`config.mk`:
```
export PLATFORM = sky130hd
export DESIGN_NAME = inst_mem_loader_flat
export DESIGN_NICKNAME = d
export VERILOG_FILES = /design/src/rtl/mem_loader_pkg.sv /design/src/rtl/inst_mem_loader_if.sv /design/src/rtl/word_assembler.sv /design/src/rtl/inst_mem_loader.sv /design/src/flat_wrapper.sv
export SDC_FILE = /design/constraint.sdc
export NUM_CORES = 1
export LEC_CHECK = 0
export ABC_AREA = 0
export BUFFER_PORTS_ARGS = -buffer_cell sky130_fd_sc_hd__buf_4
export CAP_MARGIN = 20
export CORE_MARGIN = 1
export CORE_UTILIZATION = 62
export CTS_CLUSTER_DIAMETER = 150
export DETAILED_ROUTE_END_ITERATION = 16
export GPL_TIMING_DRIVEN = 1
export HOLD_SLACK_MARGIN = 0.08
export PLACE_DENSITY = 0.94
export SYNTH_ARGS = -nofsm -noshare
export SYNTH_HDL_FRONTEND = slang
export SYNTH_SLANG_ARGS = --single-unit
```
`constraint.sdc`:
```
create_clock -name clk -period 3.55 [get_ports clk]
set_clock_uncertainty 0.1 [all_clocks]
set_input_delay 0.5325 -clock clk [delete_from_list [all_inputs] [get_ports clk]]
set_output_delay 0.5325 -clock clk [all_outputs]
set_load 0.1 [all_outputs]
```
`src/rtl/mem_loader_pkg.sv`:
```
// Shared types and constants for the instruction-memory loader.
// The state encoding, stream field widths and the checksum fold helper live here.
package mem_loader_pkg;

  localparam int unsigned BYTE_W     = 8;
  localparam int unsigned WORD_BYTES = 4;
  localparam int unsigned WORD_W     = WORD_BYTES * BYTE_W;
  localparam int unsigned BCNT_W     = $clog2(WORD_BYTES);
  localparam int unsigned CSUM_W     = 8;
  localparam int unsigned LEN_W      = 16;

  typedef enum logic [2:0] {
    ST_IDLE,
    ST_CNT_HI,
    ST_CNT_LO,
    ST_DATA,
    ST_CHK,
    ST_DONE,
    ST_ERR
  } state_t;

  // XOR of the bytes of one word; each word folds into the running checksum.
  function automatic logic [CSUM_W-1:0] xor_fold(input logic [WORD_W-1:0] w);
    logic [CSUM_W-1:0] acc;
    acc = '0;
    for (int i = 0; i < int'(WORD_BYTES); i++) begin
      acc = acc ^ w[i*BYTE_W +: BYTE_W];
    end
    return acc;
  endfunction

endpackage

```
`src/rtl/inst_mem_loader_if.sv`:
```
// Byte-stream input and instruction-memory write port of the loader.
interface inst_mem_loader_if #(
  parameter int unsigned ADDR_W = 32
);
  logic              rx_valid;
  logic [7:0]        rx_data;
  logic              rx_ready;
  logic              mem_we;
  logic [ADDR_W-1:0] mem_addr;
  logic [31:0]       mem_wdata;

  modport master (
    input  rx_valid, rx_data,
    output rx_ready, mem_we, mem_addr, mem_wdata
  );

  modport slave (
    output rx_valid, rx_data,
    input  rx_ready, mem_we, mem_addr, mem_wdata
  );
endinterface

```
`src/rtl/word_assembler.sv`:
```
// Big-endian byte-to-word assembler: the first byte of a word ends up in [31:24].
// word_valid pulses for one cycle after the last byte of a word is shifted in.
module word_assembler
  import mem_loader_pkg::*;
(
  input  logic              clk,
  input  logic              reset_n,
  input  logic              clr,
  input  logic              byte_en,
  input  logic [BYTE_W-1:0] byte_in,
  output logic              word_valid,
  output logic [WORD_W-1:0] word,
  output logic [BCNT_W-1:0] byte_cnt
);

  localparam logic [BCNT_W-1:0] LAST = BCNT_W'(WORD_BYTES - 1);

  always_ff @(posedge clk or negedge reset_n) begin
    if (!reset_n) begin
      word_valid <= 1'b0;
      word       <= '0;
      byte_cnt   <= '0;
    end else if (clr) begin
      word_valid <= 1'b0;
      word       <= '0;
      byte_cnt   <= '0;
    end else begin
      word_valid <= 1'b0;
      if (byte_en) begin
        word       <= {word[WORD_W-BYTE_W-1:0], byte_in};
        byte_cnt   <= byte_cnt + BCNT_W'(1);
        word_valid <= (byte_cnt == LAST);
      end
    end
  end

endmodule

```
`src/rtl/inst_mem_loader.sv`:
```
// Loads a MIPS program image from a byte stream into instruction memory,
// holding the CPU stalled until the image is written and its checksum verified.
module inst_mem_loader
  import mem_loader_pkg::*;
#(
  parameter int unsigned DEPTH  = 64,
  parameter int unsigned ADDR_W = 32
) (
  input  logic               clk,
  input  logic               reset_n,
  input  logic               start,
  inst_mem_loader_if.master  bus,
  output logic               cpu_hold,
  output logic               done,
  output logic               error
);

  localparam int unsigned IDX_W = $clog2(DEPTH) + 1;

  state_t              state;
  logic [BYTE_W-1:0]   cnt_hi;
  logic [LEN_W-1:0]    count;
  logic [IDX_W-1:0]    word_index;
  logic [CSUM_W-1:0]   csum;

  logic                word_valid;
  logic [WORD_W-1:0]   word;
  logic [BCNT_W-1:0]   byte_cnt;

  logic                accept_c;
  logic                rearm_c;
  logic [LEN_W-1:0]    n_c;
  logic [CSUM_W-1:0]   csum_nxt_c;

  always_comb begin
    accept_c   = bus.rx_valid && bus.rx_ready;
    rearm_c    = start && ((state == ST_DONE) || (state == ST_ERR));
    n_c        = {cnt_hi, bus.rx_data};
    // The last word's fold lands on the same edge the checksum byte may arrive.
    csum_nxt_c = word_valid ? (csum ^ xor_fold(word)) : csum;
  end

  word_assembler u_asm (
    .clk        (clk),
    .reset_n    (reset_n),
    .clr        (rearm_c),
    .byte_en    (accept_c && (state == ST_DATA)),
    .byte_in    (bus.rx_data),
    .word_valid (word_valid),
    .word       (word),
    .byte_cnt   (byte_cnt)
  );

  always_ff @(posedge clk or negedge reset_n) begin
    if (!reset_n) begin
      state         <= ST_IDLE;
      cnt_hi        <= '0;
      count         <= '0;
      word_index    <= '0;
      csum          <= '0;
      bus.rx_ready  <= 1'b0;
      bus.mem_we    <= 1'b0;
      bus.mem_addr  <= '0;
      bus.mem_wdata <= '0;
      cpu_hold      <= 1'b1;
      done          <= 1'b0;
      error         <= 1'b0;
    end else begin
      bus.mem_we <= 1'b0;
      csum       <= csum_nxt_c;

      // Memory write trails the 4th byte by one cycle, whatever the state.
      if (word_valid) begin
        bus.mem_we    <= 1'b1;
        bus.mem_addr  <= ADDR_W'(word_index) << 2;
        bus.mem_wdata <= word;
        word_index    <= word_index + IDX_W'(1);
      end

      case (state)
        ST_IDLE: begin
          state        <= ST_CNT_HI;
          bus.rx_ready <= 1'b1;
        end
        ST_CNT_HI: begin
          if (accept_c) begin
            cnt_hi <= bus.rx_data;
            state  <= ST_CNT_LO;
          end
        end
        ST_CNT_LO: begin
          if (accept_c) begin
            count <= n_c;
            if (n_c > LEN_W'(DEPTH)) begin
              state        <= ST_ERR;
              error        <= 1'b1;
              bus.rx_ready <= 1'b0;
            end else if (n_c == '0) begin
              state <= ST_CHK;
            end else begin
              state <= ST_DATA;
            end
          end
        end
        ST_DATA: begin
          if (accept_c && (byte_cnt == BCNT_W'(WORD_BYTES - 1)) &&
              (LEN_W'(word_index) == count - LEN_W'(1))) begin
            state <= ST_CHK;
          end
        end
        ST_CHK: begin
          if (accept_c) begin
            bus.rx_ready <= 1'b0;
            if (bus.rx_data == csum_nxt_c) begin
              state    <= ST_DONE;
              done     <= 1'b1;
              cpu_hold <= 1'b0;
            end else begin
              state <= ST_ERR;
              error <= 1'b1;
            end
          end
        end
        ST_DONE, ST_ERR: begin
          if (start) begin
            state        <= ST_CNT_HI;
            bus.rx_ready <= 1'b1;
            done         <= 1'b0;
            error        <= 1'b0;
            cpu_hold     <= 1'b1;
            word_index   <= '0;
            csum         <= '0;
          end
        end
        default: begin
          state        <= ST_IDLE;
          bus.rx_ready <= 1'b0;
        end
      endcase
    end
  end

endmodule

```
`src/flat_wrapper.sv`:
```
// flat-port wrapper written by rule: the top's interface ports become plain ports
module inst_mem_loader_flat import mem_loader_pkg::*;
#(
  parameter int unsigned DEPTH  = 64,
  parameter int unsigned ADDR_W = 32
)
  (clk, reset_n, start, cpu_hold, done, error, bus_rx_valid, bus_rx_data, bus_rx_ready, bus_mem_we, bus_mem_addr, bus_mem_wdata);
  inst_mem_loader_if #(.ADDR_W(ADDR_W)) bus_i ();
  input  logic clk;
  input  logic reset_n;
  input  logic start;
  output logic cpu_hold;
  output logic done;
  output logic error;
  input wire logic [$bits(bus_i.rx_valid)-1:0] bus_rx_valid;
  input wire logic [$bits(bus_i.rx_data)-1:0] bus_rx_data;
  output wire logic [$bits(bus_i.rx_ready)-1:0] bus_rx_ready;
  output wire logic [$bits(bus_i.mem_we)-1:0] bus_mem_we;
  output wire logic [$bits(bus_i.mem_addr)-1:0] bus_mem_addr;
  output wire logic [$bits(bus_i.mem_wdata)-1:0] bus_mem_wdata;
  assign bus_i.rx_valid = bus_rx_valid;
  assign bus_i.rx_data = bus_rx_data;
  assign bus_rx_ready = bus_i.rx_ready;
  assign bus_mem_we = bus_i.mem_we;
  assign bus_mem_addr = bus_i.mem_addr;
  assign bus_mem_wdata = bus_i.mem_wdata;
  inst_mem_loader #(.DEPTH(DEPTH), .ADDR_W(ADDR_W)) u_core (.clk(clk), .reset_n(reset_n), .start(start), .bus(bus_i), .cpu_hold(cpu_hold), .done(done), .error(error));
endmodule
```
==> reports/results.tsv <==
metric	value	unit
power.total	6110	uW
startpoint_type	register	
drt-met1-wl	5.87	mm
crit_buf_inv	1	
slowest_stage	or4_1	
ys_seq_area_frac	0.504	
power_density	868	mW/mm^2
die_area	0.0101	sq mm
synth_top_area_cell	dfrtp_1	
wl_met3	992	um
avgSynthCellArea	10.7	sq um
finalHoldViolCount	0	
async_reset_ff_frac	1.00	
slew-limit-headroom	0.318	
grt_pass1_vias	4578	
grt_max_degree	70	
grt_usage	0.315	
firstDrtPassIters	6	
min_period_over_period	0.812	
gp_congestion	0.878	
path_cells	inv_1 -> ha_1 -> xnor2_1 -> or4_1 -> a2111oi_2 -> and4bb_1 -> nand4_2 -> o2111ai_1 -> a21boi_0	
crit_fanout	8	
fin_cells	756	
hold_slack	192	ps
top_layer	met4	
wl	14.9	mm
diodes	0	
area_growth	17.0	%
hp-class	primary input to register	
drtIter0Drc	438	
synth_area_leaders	dfrtp_1 50%, mux2_2 11%, nand2_1 5.6%	
post-place-ws	920	ps
ios	81	
leakagePower	0.00332	uW
period_needed	2880	ps
grt_pass1_wl	23.8	mm
port_buffers	55	
core_area	0.00933	sq mm
slew_violations	0	
yosys_warnings	0	
vias	4591	
viasPerCell	6.07	
path_clk_slew	60	ps
cts_buffer_depth	2	
ys_ff_latch	121	
max_stage_delay	560	ps
avgRoutedWirePerCell	19.6	um
cts_tree	done	
wl_met2	7.44	mm
maxCapViolations	0	
finalSetupViolCount	0	
htree_levels	4	
drive_gt1_frac	0.257	
yosysUniqueCellTypes	56	
path_class	register to register	
ir_drop	0.746	mV
synth_ff_type	dfrtp_1	
numCtsBuffers	17	
clk_latency	530	ps
std_cell_rows	35	
die_x	100	um
syn-instance-count	563	
clkSinkCount	121	
rsz0062_at_grt	no	
drtAntennaViolNets	0	
syn_area	0.00601	sq mm
layout_setup_ws	667	ps
end_kind	register	
antenna_found_initial	0	
finalSetupTns	0	ps
synth_edf_count	0	
crit_family	simple AND/OR/NAND/NOR gates	
start_util	0.645	
cp.required	3840	ps
yosysTopAreaCellShare	0.499	
die_y	100	um
max_freq	347	MHz
outcome	completed	
arrival	3170	ps
post_cts_buffers	0	
worstMarginPinSlew	1020	ps
place_inst	724	
drc_errors	0	
final_nets	630	
cts_root_buffer	clkbuf_8	
overflow	0	
dp_hpwl	8.58	mm
==> timing repair <==
action                                 CTS  global route
endpoints found under the hold margin   67             0
hold buffers                             1             0
gates resized for setup                  0             0
==> synthesized netlist by cell type, types with 2 or more instances <==
master and n:
xor3_1 4, inv_1 9, a211o_1 2, and2b_2 2, buf_4 25, mux2i_1 2
nand3_1 7, nor2b_1 5, nor3_1 5, nand2b_1 2, mux2_2 61, nand4_1 6
ha_1 3, nor3b_1 4, or3_1 3, dfrtp_1 120, or2_2 2, o31ai_1 3
nand3b_1 2, o21a_1 2, nor4_1 8, xnor2_1 29, clkbuf_8 2, o21ai_0 13
a31oi_1 3, or4_1 4, a21boi_0 3, o211ai_1 3, nand2_1 90, a21oi_1 43
clkbuf_1 21, o22ai_1 2, buf_1 3, and3_1 3, xor2_1 22, nor2_1 25
==> worst register-to-register path, delay by kind of cell (launching register included) <==
kind | cells | cell delay (ps)
and+or+nand+nor | 3 | 1030
AOI/OAI and AO/OA | 3 | 600
DFF | 1 | 490
adders and majority gates | 1 | 320
xor gates and xnor gates | 1 | 130
buffers and inverters | 1 | 80
==> logic make-up (layout without fill, tap and decap cells) <==
| logic type | count (synthesis) | in the layout | synth area share |
|---|---|---|---|
| AND/OR/NAND/NOR | 175 | 175 | 0.139 |
| AO/OA/AOI/OAI | 84 | 84 | 0.0847 |
| adder cells (fa/ha/maj) | 3 | 3 | 0.00624 |
| XOR/XNOR | 55 | 55 | 0.0901 |
| multiplexers | 63 | 63 | 0.118 |
| flip-flops | 121 | 121 | 0.504 |
| buffers and inverters | 61 | 101 | 0.0583 |
| other | 1 | 25 | 0.000624 |
==> layout by cell type, fill, tap and decap left out, types with 5 or more instances in the layout <==
cell	n
a21oi_1	43
buf_4	59
clkbuf_16	16
conb_1	25
dfrtp_1	119
inv_1	9
mux2_2	61
nand2_1	90
nand3_1	7
nand4_1	6
nor2_1	24
nor2b_1	5
nor3_1	5
nor4_1	8
o21ai_0	13
xnor2_1	29
xor2_1	22
==> layer usage <==
| layer | GRT usage | vias up |
|---|---|---|
| li1 | - | 1999 |
| met3 | 0.0756 | 66 |
| met1 | 0.394 | 2254 |
| met5 | 0 | - |
| met4 | 0.138 | 0 |
| met2 | 0.524 | 272 |
==> flip-flops by register name, indices dropped and copies added (netlist names), 3 cells and up <==
signal	count
u_core.bus.mem_wdata	32
u_core.bus.mem_addr	7
u_core.state	3
u_core.u_asm.word	32
u_core.count	16
u_core.word_index	7
u_core.cnt_hi	8
u_core.csum	8
==> power by group <==
part	leakage, uW	internal, uW	switching (uW)
logic	0.00142	786	1240
registers	0.00162	1760	540
clock network	0.000285	1160	629
==> through the flow <==
step | cell area, sq um | util
6_report | 7030 | 0.754
2_1_floorplan | 6100 | -
3_3_place_gp | 6410 | 0.688
3_5_place_dp | 6410 | 0.688
5_1_grt | 7030 | 0.754
4_1_cts | 7030 | 0.754
==> area by class of cell <==
type	count	area [sq um]
Fill cell	525	2300
Sequential cell	121	3030
Multi-Input combinational cell	405	2730
Timing Repair Buffer	61	473
Clock buffer	21	439
Inverter	9	33.8
Tap cell	129	161
Clock inverter	10	169
==> final timing paths <==
path                                          start                        to  slack [ps]  cells past startpoint
max                                 u_core.count[0]           u_core.state[0]         670                      9
min                                  bus_rx_data[4]          u_core.cnt_hi[4]         190                      2
max reg2reg                         u_core.count[0]           u_core.state[0]         670                      9
min reg2reg                u_core.bus.mem_wdata[27]  u_core.bus.mem_wdata[27]         410                      1
max in group asynchronous                   reset_n      u_core.u_asm.word[4]        1940                      3
min in group asynchronous                   reset_n           u_core.count[9]         580                      2
Power figures use the tool's default switching activity.
